`src/rtl/i2c_bus_arbiter.sv`:
```
// Round-robin arbiter sharing one I2C master engine between NUM_REQ requesters.
// Latches the winner's descriptor, launches it, routes data/status and enforces a watchdog.
module i2c_bus_arbiter #(
  parameter int NUM_REQ        = 2,
  parameter int LEN_W          = 4,
  parameter int TIMEOUT_CYCLES = 200000
) (
  input  logic                     i_clk,
  input  logic                     i_rst_n,
  input  logic [NUM_REQ-1:0]       i_req,
  input  logic [7*NUM_REQ-1:0]     i_req_dev_addr,
  input  logic [8*NUM_REQ-1:0]     i_req_reg_addr,
  input  logic [NUM_REQ-1:0]       i_req_rw,
  input  logic [LEN_W*NUM_REQ-1:0] i_req_len,
  input  logic [8*NUM_REQ-1:0]     i_req_wdata,
  output logic [NUM_REQ-1:0]       o_gnt,
  output logic [NUM_REQ-1:0]       o_wdata_ack,
  output logic [7:0]               o_rdata,
  output logic [NUM_REQ-1:0]       o_rdata_valid,
  output logic [NUM_REQ-1:0]       o_done,
  output logic [NUM_REQ-1:0]       o_err,
  output logic                     o_m_start,
  output logic [6:0]               o_m_dev_addr,
  output logic [7:0]               o_m_reg_addr,
  output logic                     o_m_rw,
  output logic [LEN_W-1:0]         o_m_len,
  output logic [7:0]               o_m_wdata,
  input  logic                     i_m_wdata_req,
  input  logic [7:0]               i_m_rdata,
  input  logic                     i_m_rdata_valid,
  input  logic                     i_m_done,
  input  logic                     i_m_nack,
  output logic                     o_m_abort,
  input  logic                     i_m_busy
);
  localparam int IDX_W = (NUM_REQ > 1) ? $clog2(NUM_REQ) : 1;
  localparam int WD_W  = $clog2(TIMEOUT_CYCLES + 1);

  typedef enum logic [2:0] {S_IDLE, S_ARB, S_LAUNCH, S_XFER, S_FINISH} state_t;
  state_t r_state, w_next;

  logic [IDX_W-1:0]   r_ptr, w_win, w_k;
  logic               w_found;
  logic [6:0]         w_dev;
  logic [7:0]         w_reg, w_wdata;
  logic               w_rw;
  logic [LEN_W-1:0]   w_len;
  logic [NUM_REQ-1:0] r_gnt, r_done, r_err, r_rdata_valid;
  logic [7:0]         r_rdata;
  logic               r_abort;
  logic [WD_W-1:0]    r_wd;
  logic               w_wd_exp;

  // First asserted request at or after the pointer, wrapping.
  always_comb begin
    w_found = 1'b0;
    w_win   = '0;
    w_k     = '0;
    for (int i = 0; i < NUM_REQ; i++) begin
      w_k = (int'(r_ptr) + i >= NUM_REQ) ? IDX_W'(int'(r_ptr) + i - NUM_REQ)
                                         : IDX_W'(int'(r_ptr) + i);
      if (!w_found && i_req[w_k]) begin
        w_found = 1'b1;
        w_win   = w_k;
      end
    end
  end

  always_comb begin
    w_dev   = '0;
    w_reg   = '0;
    w_rw    = 1'b0;
    w_len   = '0;
    w_wdata = '0;
    for (int i = 0; i < NUM_REQ; i++) begin
      if (w_win == IDX_W'(i)) begin
        w_dev = i_req_dev_addr[7*i +: 7];
        w_reg = i_req_reg_addr[8*i +: 8];
        w_rw  = i_req_rw[i];
        w_len = i_req_len[LEN_W*i +: LEN_W];
      end
      if (r_gnt[i]) w_wdata = i_req_wdata[8*i +: 8];
    end
  end

  assign w_wd_exp = (r_wd == WD_W'(TIMEOUT_CYCLES - 1));

  always_comb begin
    w_next = r_state;
    case (r_state)
      S_IDLE:   if (|i_req && !i_m_busy) w_next = S_ARB;
      S_ARB:    if (!w_found)            w_next = S_IDLE;
                else if (w_len == '0)    w_next = S_FINISH;
                else                     w_next = S_LAUNCH;
      S_LAUNCH:                          w_next = S_XFER;
      S_XFER:   if (i_m_done || i_m_nack || w_wd_exp) w_next = S_FINISH;
      S_FINISH:                          w_next = S_IDLE;
      default:                           w_next = S_IDLE;
    endcase
  end

  always_ff @(posedge i_clk or negedge i_rst_n) begin
    if (!i_rst_n) begin
      r_state       <= S_IDLE;
      r_ptr         <= '0;
      r_gnt         <= '0;
      r_done        <= '0;
      r_err         <= '0;
      r_rdata_valid <= '0;
      r_rdata       <= '0;
      r_abort       <= 1'b0;
      r_wd          <= '0;
      o_m_dev_addr  <= '0;
      o_m_reg_addr  <= '0;
      o_m_rw        <= 1'b0;
      o_m_len       <= '0;
    end else begin
      r_state       <= w_next;
      r_done        <= '0;
      r_err         <= '0;
      r_rdata_valid <= '0;
      r_abort       <= 1'b0;
      case (r_state)
        S_ARB: if (w_found) begin
          r_gnt        <= NUM_REQ'(1) << w_win;
          r_ptr        <= (w_win == IDX_W'(NUM_REQ - 1)) ? '0 : w_win + 1'b1;
          o_m_dev_addr <= w_dev;
          o_m_reg_addr <= w_reg;
          o_m_rw       <= w_rw;
          o_m_len      <= w_len;
          if (w_len == '0) r_err <= NUM_REQ'(1) << w_win;
        end
        S_LAUNCH: r_wd <= '0;
        S_XFER: begin
          r_wd <= r_wd + 1'b1;
          if (i_m_rdata_valid) begin
            r_rdata       <= i_m_rdata;
            r_rdata_valid <= r_gnt;
          end
          // Master status beats the watchdog; NACK beats done.
          if (i_m_nack)      r_err  <= r_gnt;
          else if (i_m_done) r_done <= r_gnt;
          else if (w_wd_exp) begin
            r_err   <= r_gnt;
            r_abort <= 1'b1;
          end
        end
        S_FINISH: r_gnt <= '0;
        default: ;
      endcase
    end
  end

  assign o_gnt         = r_gnt;
  assign o_done        = r_done;
  assign o_err         = r_err;
  assign o_rdata_valid = r_rdata_valid;
  assign o_rdata       = r_rdata;
  assign o_m_abort     = r_abort;
  assign o_m_start     = (r_state == S_LAUNCH);
  assign o_m_wdata     = w_wdata;
  assign o_wdata_ack   = (r_state == S_XFER && i_m_wdata_req) ? r_gnt : '0;
endmodule

```
`config.mk`:
```
export PLATFORM = sky130hd
export DESIGN_NAME = i2c_bus_arbiter
export DESIGN_NICKNAME = d
export VERILOG_FILES = /design/src/rtl/i2c_bus_arbiter.sv
export SDC_FILE = /design/constraint.sdc
export NUM_CORES = 1
export LEC_CHECK = 0
export CORE_AREA = 2 2 86 88
export DETAILED_ROUTE_END_ITERATION = 10
export DIE_AREA = 0 0 88 90
export GPL_TIMING_DRIVEN = 1
export HOLD_SLACK_MARGIN = 0.15
export PLACE_DENSITY = 0.82
export SETUP_SLACK_MARGIN = 0.4
export SYNTH_ARGS = -nofsm -noshare
export SYNTH_HDL_FRONTEND = slang
export SYNTH_SLANG_ARGS = --single-unit
export TNS_END_PERCENT = 5
```
`constraint.sdc`:
```
create_clock -name i_clk -period 1.7 [get_ports i_clk]
set_input_delay 0.34 -clock i_clk [delete_from_list [all_inputs] [get_ports i_clk]]
set_output_delay 0.34 -clock i_clk [all_outputs]
set_load 0.03 [all_outputs]
```
==> impl_metrics.tcl <==
set metrics [dict create \
    status "finished, violations left" \
    failed_checks "setup timing" \
    holdWs_ns 0.450 \
    root_buffer "clkbuf_8" \
    min_period_ns 1.74 \
    seq_power_share 0.285 \
    ioPinCount 121 \
    setup-violations-final 3 \
    antenna_cells 0 \
    dieArea_mm2 0.00792 \
    synth_compound_area_frac 0.165 \
    relSlewSlack 0.728 \
    numCtsBuffers 9 \
    cp.arrival_ns 1.40 \
    rows 31 \
    drt-pass1-iter-count 4 \
    antenna_found_initial 0 \
    yosys.area_share.simple 0.237 \
    grt_max_degree 60 \
    path_delay_family "simple AND/OR/NAND/NOR gates" \
    ys_ff_latch 59 \
    critPathKind "flip-flop to output pin" \
    synth-edff-count 0 \
    route.detailed.drc 0 \
    cts.sinks 59 \
    max_freq_ghz 0.575 \
    vias 3141 \
    worstHoldStart "i_req[0]" \
    path_max_fanout 4 \
    path_clk_slew_ns 0.07 \
    yosysWarnings 0 \
    wl_per_cell_um 17.2 \
    vdd_ir_drop_max_mv 0.644 \
    cp-end-kind "output pin" \
    grt_overflow 0 \
    p_leak_nw 2.18 \
    synth-async-reset-ratio 1.00 \
    area_growth_pct 66.7 \
    rrSetupSlack_ns 0.09 \
    power.switching_w 0.00327 \
    nets 542 \
    detail-route-antenna-nets 0 \
    rsz0062_at_grt "yes" \
    start_util 0.418 \
    startpoint_type "flip-flop" \
    crit_top_cell "buf_6" \
    cp_cell_sequence "and3b_2, buf_6, and3_4, buf_6" \
    synthAdderAreaFrac 0.00426 \
    regArea_mm2 0.00149 \
    multiInputGateArea_mm2 0.00164 \
    synthMuxAreaShare 0.0443 \
    synth_area_mm2 0.00294 \
    hold_end "o_gnt[1]" \
    worst-path-buf-inv 2 \
    power_density_mw_per_mm2 1560 \
    ys.flop_type "dfrtp_1" \
    place.gp.congestion 0.875 \
    drive_gt1_frac 0.366 \
    r2r_start "r_state[2]" \
    worstHoldPathCells 4 \
    clockBufferDepth 2 \
    drt_wl_total_mm 9.83 \
    p_int_w 0.00438 \
    r2r_cells 5 \
    hold_path.class "input pin to flip-flop" \
    hpwlAfterDp_mm 6.28 \
    avgSynthCellArea_um2 9.17 \
    slowest_stage "dfrtp_1" \
    viasPerCell 5.49 \
    setup_slack_ns -0.0384 \
    clockPowerShare 0.168 \
    worst_pin_slew_ns 0.404 \
    total_power_w 0.00765 \
    syn-num-nets 394 \
    cts_tree "built" \
    portBuffers 120 \
    synth_cells 320 \
    finalMaxSlewViolations 0 \
    clk_latency_ns 0.34 \
    drtIter0Drc 168 \
    cts.htree.levels 3 \
    dieWidth_um 88 \
    combPwrFrac 0.547 \
    cap_viol_max_count 0 \
    fillCellCount 492 \
    fp.dieH_um 90 \
    ys_seq_area_frac 0.503 \
    hold_viol_final 0 \
    synth_xor_area_frac 0 \
    coreArea_mm2 0.00702 \
    period_share 1.02 \
    r2r-end "r_wd[9]" \
    critPathMaxStageDelay_ns 0.39 \
    ys_types 45 \
    synth_top_family_by_area "simple AND/OR/NAND/NOR gates" \
    grt_pass1_wl_mm 14.9 \
    grt_pass1_vias 3028 \
    gr-usage-all-layers 0.239 \
    finClkSkew_ns 0.00848 \
    critPathRequiredTime_ns 1.36 \
    p_sw_frac 0.427 \
]
metrics by stage:
step,setup WS (ns),cell area [um2],utilization,cells,TNS [ns]
4_1_cts,-0.0402,4760,0.678,570,-0.0769
3_5_place_dp,-0.0452,4380,0.624,543,-0.344
5_1_grt,-0.0655,4890,0.697,572,-0.347
6_report,-0.0384,4890,0.697,572,-0.0987
2_1_floorplan,0.242,2980,-,320,0
3_3_place_gp,-0.0254,4380,0.624,543,-0.0306
registers in the layout (all words and copies together) (netlist names):
register / count
r_wd: 18
o_m_reg_addr: 8
o_rdata: 8
o_m_dev_addr: 7
o_m_len: 4
r_state: 3
o_done: 2
o_err: 2
o_gnt: 2
o_rdata_valid: 2
o_m_abort: 1
o_m_rw: 1
r_ptr: 1
layout make-up:
class,instances,share of cell area
tap,99,0.0253
clock inverter,5,0.0107
sequential,59,0.304
clock buffer,11,0.0289
timing repair buffer,157,0.292
inverter,6,0.00460
multi-input combinational,235,0.335
placed cells by master (no fill, tap or decap), drive strengths merged, types with 2 or more instances in the layout:
master	count
nor2	30
and2b	2
nand4	4
inv	6
clkinv	3
mux2i	4
clkbuf	11
clkdlybuf4s50	69
a31oi	23
nor3b	2
nand2b	3
dlymetal6s2s	2
o21ai	18
o31ai	2
nor3	5
and3	11
or3	2
buf	85
nand3	13
dfrtp	59
mux2	8
a21oi	7
nor4	5
a22o	10
nand2	65
a31o	2
cell usage after synthesis (2+ instances only):
master,number,share of area
buf_6,4,0.015
and2b_1,2,0.0051
nor4_1,5,0.011
a31o_2,2,0.0060
a21oi_1,7,0.012
o31ai_1,2,0.0051
and3_1,10,0.021
inv_1,6,0.0077
nor2_1,30,0.038
or3_1,2,0.0043
clkbuf_1,11,0.014
mux2i_1,4,0.014
nand2_1,65,0.083
o21ai_0,18,0.031
nor3b_1,2,0.0051
buf_2,4,0.0068
dfrtp_1,59,0.50
nand3_1,13,0.022
mux2_2,8,0.031
nor3_1,5,0.0085
nand2b_1,3,0.0064
a22o_1,10,0.030
nand4_1,4,0.0085
a31oi_1,23,0.049
worst reg2reg max path: stages, from the launching register on:
cell and delay [ns]:
dfrtp_1 0.39, buf_4 0.16, buf_4 0.14, nand3b_1 0.33, or3_1 0.43, o21ai_1 0.09
cells by family (layout without fill, tap and decap cells):
| group | Yosys count | count (layout) |
|---|---|---|
| AOI/OAI and AO/OA | 73 | 73 |
| adders and majority gates | 1 | 1 |
| buffers and inverters | 26 | 179 |
| DFF | 59 | 59 |
| muxes | 12 | 12 |
| and+or+nand+nor | 149 | 149 |
worst max-delay path by stage:
stage	cells past startpoint	to	slack, ns	from
after global placement	5	r_state[1]	-0.03	i_req_len[4]
final	4	o_wdata_ack[1]	-0.04	r_state[2]
after CTS	4	o_wdata_ack[1]	-0.04	r_state[2]
after detailed placement	6	o_m_len[2]	-0.05	i_req[1]
after global routing	5	o_m_start	-0.07	r_state[2]
after floorplan	4	o_wdata_ack[0]	0.24	r_state[2]
per-layer routing:
metal | part of all wire | vias to the layer above | global-route usage
li1 | - | 1440 | -
met2 | 0.51 | 135 | 0.401
met5 | 0 | - | 0
met1 | 0.40 | 1539 | 0.297
met3 | 0.065 | 27 | 0.0413
met4 | 0.025 | 0 | 0.106
power by group through the flow:
stage	clock network (W)	logic, W	registers [W]
floorplan	0	0.00145	0.00289
detailed placement	0	0.00377	0.00219
CTS	0.00130	0.00396	0.00215
global route	0.00137	0.00443	0.00223
global placement	0	0.00369	0.00217
finish	0.00129	0.00419	0.00218
repair_timing:
action	4_1_cts	5_1_grt
endpoints found under the hold margin	59	0
setup buffers	9	2
pin swaps	29	27
hold buffers	1	0
endpoints found under the setup margin	101	70
gates cloned	1	0
gates resized for setup	269	34
Power figures use the tool's default switching activity.
